File: src/rtl/alu_op_sequencer_if.sv
// ----------------------------------------------------------------------------
// alu_op_sequencer_if
//
// Purpose: bundles the request channel, the response channel and the ALU
// drive/return bus of the ALU operation sequencer.
//
// Handshake rule, both channels: a transfer happens at a rising edge where
// valid and ready are both 1. A valid source holds its payload stable until
// that edge. Valid never waits on ready. Ready may be asserted without valid.
//
// Signals:
//   ReqValid/ReqReady/ReqOp/ReqA/ReqB   request channel (op + operands)
//   RspValid/RspReady/RspData/RspZero/RspErr  response channel
//   ALUOp/ALUA/ALUB   registered drive into the 2-bit-opcode ALU
//   ALUResult         combinational result returned by the ALU
//
// Modports:
//   master  the sequencer. It initiates ALU operations, serves requests and
//           sources responses.
//   slave   the environment. This is the requester, the response consumer
//           and the ALU.
// ----------------------------------------------------------------------------
interface alu_op_sequencer_if #(
    parameter int WIDTH = 32
);
    logic             ReqValid;
    logic             ReqReady;
    logic [2:0]       ReqOp;
    logic [WIDTH-1:0] ReqA;
    logic [WIDTH-1:0] ReqB;

    logic [1:0]       ALUOp;
    logic [WIDTH-1:0] ALUA;
    logic [WIDTH-1:0] ALUB;
    logic [WIDTH-1:0] ALUResult;

    logic             RspValid;
    logic             RspReady;
    logic [WIDTH-1:0] RspData;
    logic             RspZero;
    logic             RspErr;

    modport master (
        input  ReqValid, ReqOp, ReqA, ReqB, ALUResult, RspReady,
        output ReqReady, ALUOp, ALUA, ALUB, RspValid, RspData, RspZero, RspErr
    );

    modport slave (
        output ReqValid, ReqOp, ReqA, ReqB, ALUResult, RspReady,
        input  ReqReady, ALUOp, ALUA, ALUB, RspValid, RspData, RspZero, RspErr
    );
endinterface

File: src/rtl/alu_op_sequencer.sv
// ----------------------------------------------------------------------------
// alu_op_sequencer
//
// Purpose: initiator side of the ALU. It accepts one operation request at a
// time and drives ALUOp/ALUA/ALUB into the ALU. It captures ALUResult and
// returns it with zero/error status. The multiply operation (op 100) is an
// unsigned shift-and-add. It iterates ALU add operations and keeps the low
// WIDTH bits of A*B.
//
// Ports:
//   Clk        system clock, rising edge
//   Reset      synchronous, active-low reset
//   bus        alu_op_sequencer_if.master. Carries the request channel, the
//              response channel and the ALU bus.
//   dbg_state  current FSM state (0 IDLE, 1 EXEC, 2 MUL, 3 RESP)
//
// Request opcodes: 000 add, 001 sub, 010 sll, 011 srl, 100 mul.
// Opcodes 101-111 are illegal.
// ----------------------------------------------------------------------------
module alu_op_sequencer #(
    parameter int WIDTH = 32,
    parameter int CNT_W = 6
) (
    input  logic                Clk,
    input  logic                Reset,
    alu_op_sequencer_if.master  bus,
    output logic [1:0]          dbg_state
);
    localparam logic [1:0] IDLE = 2'd0;
    localparam logic [1:0] EXEC = 2'd1;
    localparam logic [1:0] MUL  = 2'd2;
    localparam logic [1:0] RESP = 2'd3;

    localparam logic [CNT_W-1:0] CNT_LAST = CNT_W'(WIDTH - 1);

    logic [1:0]       state;
    logic             ready_q;
    logic [1:0]       alu_op;
    logic [WIDTH-1:0] alu_a;
    logic [WIDTH-1:0] alu_b;
    logic [WIDTH-1:0] rsp_data;
    logic             rsp_zero;
    logic             rsp_err;

    // Multiply state. acc holds the partial product. mcand is the
    // multiplicand shifted left once per step. mplier is the multiplier
    // shifted right once per step. Its bit 0 selects whether this step's
    // add is kept.
    logic [WIDTH-1:0] acc;
    logic [WIDTH-1:0] mcand;
    logic [WIDTH-1:0] mplier;
    logic [CNT_W-1:0] cnt;

    logic [WIDTH-1:0] acc_nxt;
    logic [WIDTH-1:0] mcand_nxt;
    logic [WIDTH-1:0] mplier_nxt;
    logic             accept;

    // The ALU is already computing acc + mcand this cycle.
    always_comb begin
        acc_nxt    = mplier[0] ? bus.ALUResult : acc;
        mcand_nxt  = mcand << 1;
        mplier_nxt = mplier >> 1;
    end

    // ReqReady is registered, so it stays low through the reset cycles. It
    // rises one cycle after release and one cycle after a response handshake.
    assign accept       = ready_q & bus.ReqValid;
    assign bus.ReqReady = ready_q;
    assign bus.RspValid = (state == RESP);
    assign bus.RspData  = rsp_data;
    assign bus.RspZero  = rsp_zero;
    assign bus.RspErr   = rsp_err;
    assign bus.ALUOp    = alu_op;
    assign bus.ALUA     = alu_a;
    assign bus.ALUB     = alu_b;
    assign dbg_state    = state;

    always_ff @(posedge Clk) begin
        if (!Reset) begin
            state    <= IDLE;
            ready_q  <= 1'b0;
            alu_op   <= 2'b00;
            alu_a    <= '0;
            alu_b    <= '0;
            rsp_data <= '0;
            rsp_zero <= 1'b0;
            rsp_err  <= 1'b0;
            acc      <= '0;
            mcand    <= '0;
            mplier   <= '0;
            cnt      <= '0;
        end else begin
            case (state)
                IDLE: begin
                    if (accept) begin
                        ready_q <= 1'b0;
                        if (!bus.ReqOp[2]) begin
                            // The low two opcode bits map 1:1 onto the ALU opcode.
                            alu_op <= bus.ReqOp[1:0];
                            alu_a  <= bus.ReqA;
                            alu_b  <= bus.ReqB;
                            state  <= EXEC;
                        end else if (bus.ReqOp == 3'b100) begin
                            acc    <= '0;
                            mcand  <= bus.ReqA;
                            mplier <= bus.ReqB;
                            cnt    <= '0;
                            alu_op <= 2'b00;
                            alu_a  <= '0;
                            alu_b  <= bus.ReqA;
                            state  <= MUL;
                        end else begin
                            // Illegal opcode. The ALU bus is left untouched.
                            rsp_data <= '0;
                            rsp_zero <= 1'b0;
                            rsp_err  <= 1'b1;
                            state    <= RESP;
                        end
                    end else begin
                        ready_q <= 1'b1;
                    end
                end
                EXEC: begin
                    rsp_data <= bus.ALUResult;
                    rsp_zero <= (bus.ALUResult == '0);
                    rsp_err  <= 1'b0;
                    state    <= RESP;
                end
                MUL: begin
                    acc    <= acc_nxt;
                    mcand  <= mcand_nxt;
                    mplier <= mplier_nxt;
                    cnt    <= cnt + 1'b1;
                    alu_a  <= acc_nxt;
                    alu_b  <= mcand_nxt;
                    // Stop once no multiplier bits remain, or when the last
                    // bit position has been processed.
                    if ((mplier_nxt == '0) || (cnt == CNT_LAST)) begin
                        rsp_data <= acc_nxt;
                        rsp_zero <= (acc_nxt == '0);
                        rsp_err  <= 1'b0;
                        state    <= RESP;
                    end
                end
                RESP: begin
                    if (bus.RspReady) begin
                        state   <= IDLE;
                        ready_q <= 1'b1;
                    end
                end
                default: state <= IDLE;
            endcase
        end
    end
endmodule

File: src/flat_wrapper.sv
// flat-port wrapper written by rule: the top's interface ports become plain ports
module alu_op_sequencer_flat 
#(
    parameter int WIDTH = 32,
    parameter int CNT_W = 6
)
  (Clk, Reset, dbg_state, bus_ReqValid, bus_ReqOp, bus_ReqA, bus_ReqB, bus_ALUResult, bus_RspReady, bus_ReqReady, bus_ALUOp, bus_ALUA, bus_ALUB, bus_RspValid, bus_RspData, bus_RspZero, bus_RspErr);
  alu_op_sequencer_if #(.WIDTH(WIDTH)) bus_i ();
  input  logic Clk;
  input  logic Reset;
  output logic [1:0] dbg_state;
  input wire logic [$bits(bus_i.ReqValid)-1:0] bus_ReqValid;
  input wire logic [$bits(bus_i.ReqOp)-1:0] bus_ReqOp;
  input wire logic [$bits(bus_i.ReqA)-1:0] bus_ReqA;
  input wire logic [$bits(bus_i.ReqB)-1:0] bus_ReqB;
  input wire logic [$bits(bus_i.ALUResult)-1:0] bus_ALUResult;
  input wire logic [$bits(bus_i.RspReady)-1:0] bus_RspReady;
  output wire logic [$bits(bus_i.ReqReady)-1:0] bus_ReqReady;
  output wire logic [$bits(bus_i.ALUOp)-1:0] bus_ALUOp;
  output wire logic [$bits(bus_i.ALUA)-1:0] bus_ALUA;
  output wire logic [$bits(bus_i.ALUB)-1:0] bus_ALUB;
  output wire logic [$bits(bus_i.RspValid)-1:0] bus_RspValid;
  output wire logic [$bits(bus_i.RspData)-1:0] bus_RspData;
  output wire logic [$bits(bus_i.RspZero)-1:0] bus_RspZero;
  output wire logic [$bits(bus_i.RspErr)-1:0] bus_RspErr;
  assign bus_i.ReqValid = bus_ReqValid;
  assign bus_i.ReqOp = bus_ReqOp;
  assign bus_i.ReqA = bus_ReqA;
  assign bus_i.ReqB = bus_ReqB;
  assign bus_i.ALUResult = bus_ALUResult;
  assign bus_i.RspReady = bus_RspReady;
  assign bus_ReqReady = bus_i.ReqReady;
  assign bus_ALUOp = bus_i.ALUOp;
  assign bus_ALUA = bus_i.ALUA;
  assign bus_ALUB = bus_i.ALUB;
  assign bus_RspValid = bus_i.RspValid;
  assign bus_RspData = bus_i.RspData;
  assign bus_RspZero = bus_i.RspZero;
  assign bus_RspErr = bus_i.RspErr;
  alu_op_sequencer #(.WIDTH(WIDTH), .CNT_W(CNT_W)) u_core (.Clk(Clk), .Reset(Reset), .bus(bus_i), .dbg_state(dbg_state));
endmodule
File: config.mk
export PLATFORM = sky130hd
export DESIGN_NAME = alu_op_sequencer_flat
export DESIGN_NICKNAME = d
export VERILOG_FILES = /design/src/rtl/alu_op_sequencer_if.sv /design/src/rtl/alu_op_sequencer.sv /design/src/flat_wrapper.sv
export SDC_FILE = /design/constraint.sdc
export NUM_CORES = 1
export LEC_CHECK = 0
export ABC_AREA = 1
export CAP_MARGIN = 20
export CELL_PAD_IN_SITES_DETAIL_PLACEMENT = 1
export CELL_PAD_IN_SITES_GLOBAL_PLACEMENT = 1
export CORE_AREA = 2 2 145 147
export DETAILED_ROUTE_END_ITERATION = 8
export DIE_AREA = 0 0 147 149
export DONT_BUFFER_PORTS = 1
export PLACE_DENSITY_LB_ADDON = 0.1
export SLEW_MARGIN = 10
export SYNTH_ARGS = -nofsm -noshare
export SYNTH_HDL_FRONTEND = slang
export SYNTH_SLANG_ARGS = --single-unit
File: constraint.sdc
create_clock -name Clk -period 3.3 [get_ports Clk]
set_input_delay 0.33 -clock Clk [delete_from_list [all_inputs] [get_ports Clk]]
set_output_delay 0.33 -clock Clk [all_outputs]
set_load 0.01 [all_outputs]
; Word-level counts from Yosys, hierarchy flattened
; Cells that the tools add are included.
[op_classes]
addsub = 1
n_eq_ne = 13
muxes = 49
n_bitwise = 1
reduce_logical = 14
[ops]
columns = op, n
row1 = $mux W32, 16
row2 = $pmux W32 S2, 4
row3 = $logic_not A32 Y1, 3
row4 = $pmux W32 S3, 1
row5 = $mux W31, 2
row6 = $pmux W31 S2, 1
row7 = $mux W6, 3
row8 = $mux W2, 6
row9 = $pmux W6 S2, 1
row10 = $mux W1, 11
row11 = $reduce_and A3 Y1, 3
row12 = $ne A2 B1 Y1 const B, 4
row13 = $pmux W2 S4, 1
row14 = $add A6 B1 Y6 const B, 1
row15 = $eq A6 B5 Y1 const B, 1
row16 = $ne A2 B2 Y1 const B, 3
row17 = $pmux W1 S3, 2
row18 = $reduce_and A5 Y1, 1
row19 = $eq A2 B2 Y1 const B, 2
row20 = $reduce_and A4 Y1, 1
row21 = $reduce_bool A2 Y1, 2
row22 = $eq A3 B3 Y1 const B, 1
row23 = $ne A3 B2 Y1 const B, 1
row24 = $reduce_bool A3 Y1, 1
row25 = 6 further kinds, 6
[word_totals]
reg_bits = 204
inputBits = 103
output_inout_bits = 104
wordCells = 90

; Logic depth before layout (Yosys ltp)
[depth]
depth_word = 5
mapped_depth = 13
ltp_nobuf = 12

; Worst setup path before layout
; OpenSTA, ideal clock, no wires.
[synth_timing]
kind = reg2reg
start = register u_core.state[0] (netlist: u_core.dbg_state[0])
end = register u_core.alu_a[20] (netlist: u_core.bus.ALUA[20])
setup_ps = 132
arrival_time_ps = 1762
required_time_ps = 3168
path_slack_ps = 1405
path_stages_with_launch = 10
n_path_buf = 3
synth_period_minus_slack_ps = 1895
cell_sequence = dfxtp_1 > inv_1 > ha_1 > inv_2 > buf_2 > buf_1 > clkbuf_1 > o22ai_1 > nand2_1 > a21oi_1
[synth_via]
elab_chain_len = 3
[synth_rtl]
columns = item, line
row1 = from (decl), alu_op_sequencer.sv:36  ; logic [1:0] state;
row2 = from (signal assigned), alu_op_sequencer.sv:81  ; state <= IDLE;
row3 = from (signal assigned), alu_op_sequencer.sv:103  ; state <= EXEC;
row4 = from (signal assigned), alu_op_sequencer.sv:112  ; state <= MUL;
row5 = $logic_not A2 Y1 / $eq A2 B2 Y1 (equally long branches), alu_op_sequencer.sv:94  ; case (state)
row6 = "$ne A3 B2 Y1 (no source line), or another cell as far along", -
row7 = $reduce_and A3 Y1 (no source line), -
row8 = to (signal assigned), alu_op_sequencer.sv:101  ; alu_a <= bus.ReqA;
row9 = to (signal assigned), alu_op_sequencer.sv:135  ; alu_a <= acc_nxt;
row10 = to (decl), alu_op_sequencer.sv:39  ; logic [WIDTH-1:0] alu_a;
; Several ways; a longest one is shown, not always the timed one.
; A chain may end at the register's enable or synchronous reset.

; Worst setup path in the final report
[layout_timing]
start = register u_core.state[0] (netlist: u_core.dbg_state[0])
end = register u_core.alu_b[13] (netlist: u_core.bus.ALUB[13])
[layout_via]
elab_chain_len = 3
[layout_rtl]
columns = item, line
row1 = $logic_not A2 Y1 / $eq A2 B2 Y1 (equally long branches), alu_op_sequencer.sv:94
row2 = "$ne A3 B2 Y1 (no source line), or another cell as far along", -
row3 = $reduce_and A3 Y1 (no source line), -
row4 = to (signal assigned), alu_op_sequencer.sv:102  ; alu_b <= bus.ReqB;
row5 = to (signal assigned), alu_op_sequencer.sv:111  ; alu_b <= bus.ReqA;
row6 = to (signal assigned), alu_op_sequencer.sv:136  ; alu_b <= mcand_nxt;
row7 = to (decl), alu_op_sequencer.sv:40  ; logic [WIDTH-1:0] alu_b;
; Several ways; a longest one is shown, not always the timed one.

==> impl_metrics.toml <==
[critical_path]
start_kind = "flip-flop"
path_max_fanout = 41
crit_path_top_delay_cell = "buf_4"
crit_required_ps = 3750
critical_path.max_stage_delay_ps = 470
cpMostUsedCell = "a21oi_1"
cp_num_buf_inv = 4
path_cells = "inv_1 > ha_2 > inv_4 > a21oi_1 > nand2_2 > inv_2 > a21oi_4 > buf_4 > nand2_1 > a21oi_1"
critPathTopFamily = "buffers and inverters"
path_class = "flip-flop to flip-flop"
arrival_ps = 2890
crit_path_end_kind = "flip-flop"

[clocking]
postCtsSetupBuffers = 0
cts_resized = 0
cts_tree = "done"
cts-root-buf = "clkbuf_16"
cts_buffers = 24
clkSinkCount = 204
clock_tree.buffer_depth = 3
cts_htree_levels = 1
clk_latency_ps = 520
clk_pin_slew_ps = 60

[timing]
tns_ps = 0
rsz0062_at_grt = "false"
worst_pin_slew_ps = 849
max_freq_mhz = 410
finalHoldViolations = 0
fin_skew_ps = 8.82
setup_violations = 0
final.period_utilization_pct = 73.9
max-slew-margin-rel_pct = 43.4
drv_slew = 0
fin_ws_ps = 860
period_needed_ps = 2440

[yosys]
synth_top_flop_cell = "dfxtp_1"
synth_edf_count = 0
async_flop_share_pct = 0
yosysUniqueCellTypes = 29
synthDominantCellAreaShare_pct = 42.7
syn_nets = 1530
synthCells = 1422
ys_warn_count = 0
syn_area_per_cell_um2 = 6.73
syn-cell-area_um2 = 9570
synth_area_leaders = "dfxtp_1, nand2_1, o21ai_0"
ys_ff_latch = 204
synth_area_leader_cell = "dfxtp_1"
ys_seq_area_share_pct = 42.7

[floorplan]
placementRows = 53
die_h_um = 149
die_width_um = 147
core_um2 = 20600
start_util_pct = 46.5
io_pins = 207
dieArea_um2 = 21900

[hold_path]
hold_path_class = "primary input to flip-flop"

[global_route]
grt_max_degree = 115
grt_pass1_wl_mm = 52.6
grt_pass1_vias = 9499
antenna_found_initial = 3
grt_use_total_pct = 30.0
grt-ovfl-total = 0

[route]
first_pass_iters = 4
viasPerCell = 5.76
routedWlPerCell_um = 20.0
drt-initial-drc-count = 606
num_vias = 9704
drt_wl_total_mm = 33.7
drcViolationCount = 0
drtAntennaViolNets = 0

[flow_run]
maxCapViolCount = 0

[placed_design]
place.gp.congestion = 0.836
post-place-ws_ps = 913
place.port_buffers = 0
dpl_cell_area_um2 = 9640
hpwl_mm = 22.3

[power]
p_int_mw = 6.30
power_frac_comb_pct = 42.9
power_density_nw_per_um2 = 1070
power.share.sequential_pct = 34.4
p_switching_mw = 5.20
p_total_mw = 11.5
p_leak_nw = 4.14
max-vdd-ir-drop_mv = 0.673
pwr-share-clk_pct = 22.7
netSwitchingFraction_pct = 45.2

[finish]
drive_above_1_share_pct = 4.76
fin_area_um2 = 10800
post-route-util_pct = 52.5
nets = 1499
area_growth_pct = 12.8

[outcome]
status = "finished, final reports clean"
## per-layer routing
layer | vias to the layer above | global-route usage [%] | wire, um
li1 | 4677 | - | -
met1 | 4691 | 38.6 | 14300
met2 | 272 | 50.2 | 16000
met3 | 62 | 6.42 | 2180
met4 | 2 | 10.7 | 1180
met5 | - | 0 | 13
## worst reg2reg max path: stages (launching register included)
cell     delay [ps]
dfxtp_1         440
inv_1           120
ha_2            220
inv_4           310
a21oi_1         140
nand2_2         120
inv_2            70
a21oi_4         130
buf_4           470
nand2_1         180
a21oi_1         170
## power by group through the flow
| stage | clock [mW] | sequential [mW] | combinational (mW) |
|---|---|---|---|
| after floorplan | 0 | 3.82 | 3.68 |
| after global placement | 0 | 3.97 | 4.71 |
| after detailed placement | 0 | 4.00 | 4.85 |
| after CTS | 2.65 | 3.95 | 4.94 |
| after global routing | 2.75 | 4.04 | 5.63 |
| final | 2.61 | 3.96 | 4.93 |
## metrics by stage
step,instances,hold WS (ps)
3_5_place_dp,1604,445
3_3_place_gp,1604,437
4_1_cts,1684,12.9
6_report,1685,38.9
5_1_grt,1685,47.8
2_1_floorplan,1422,429
## logic make-up after synthesis
| logic type | Yosys count | share of synthesized area [%] |
|---|---|---|
| AOI/OAI and AO/OA | 516 | 28.3 |
| adders and majority gates | 5 | 0.654 |
| buffers and inverters | 206 | 8.60 |
| DFF | 204 | 42.7 |
| and+or+nand+nor | 491 | 19.8 |
## cell usage after synthesis, types with 2 or more instances
cell and count:
nand2_1 378, o21ai_0 260, dfxtp_1 204, a21oi_1 167, inv_1 92, nor2_1 84
clkbuf_1 71, a31oi_1 52, buf_2 30, o22ai_1 19, nand3_1 11, o21ai_1 8
nor3_1 7, buf_1 6, a211oi_1 5, ha_1 5, nand4_1 5, inv_2 4
o21a_1 2, o21bai_1 2, or2_2 2
## timing repair
item / in CTS / in global routing
endpoints found under the hold margin: 117 / 0
setup endpoints to repair: 0 / 0
hold buffers: 36 / 0
## final cells by class
type	count	area, um^2
Antenna cell	1	2.50
Clock buffer	38	744
Clock inverter	6	30.0
Fill cell	2696	9770
Inverter	96	363
Multi-Input combinational cell	1012	4670
Sequential cell	204	4080
Tap cell	275	344
Timing Repair Buffer	53	556
## cells in the final DEF (no fill, tap or decap), drive strengths merged
cell type    netlist  routed
and3               1       1
diode              0       1
dfxtp            204     204
and2               1       1
o21bai             2       2
clkbuf            72      38
nand3             11      11
ha                 5       5
a31oi             52      52
clkinv             0       6
nor3               7       7
o21a               2       2
or2                2       2
o22ai             19      19
dlygate4sd3        0      35
nand2            378     378
buf               38      18
nor2              85      85
a21oi            168     168
a211oi             5       5
o21ai            268     268
nand4              5       5
nand3b             1       1
inv               96      96
## path summary, 6_finish.rpt
path	startpoint	endpoint	slack, ps	depth (start not counted)
max reg2reg	u_core.dbg_state[0]	u_core.bus.ALUB[13]	860	10
max	u_core.dbg_state[0]	u_core.bus.ALUB[13]	860	10
min	bus_ReqA[2]	u_core.bus.ALUA[2]	40	2
min reg2reg	u_core.acc[21]	u_core.acc[21]	460	2
## state kept, by name, summed over array words and instances, names as in the netlist, 2 cells and up
name                cells
u_core.acc             32
u_core.bus.ALUA        32
u_core.bus.ALUB        32
u_core.bus.RspData     32
u_core.mplier          32
u_core.mcand           31
u_core.cnt              6
u_core.bus.ALUOp        2
u_core.dbg_state        2
Note: power is estimated with default switching activity, not from simulation.
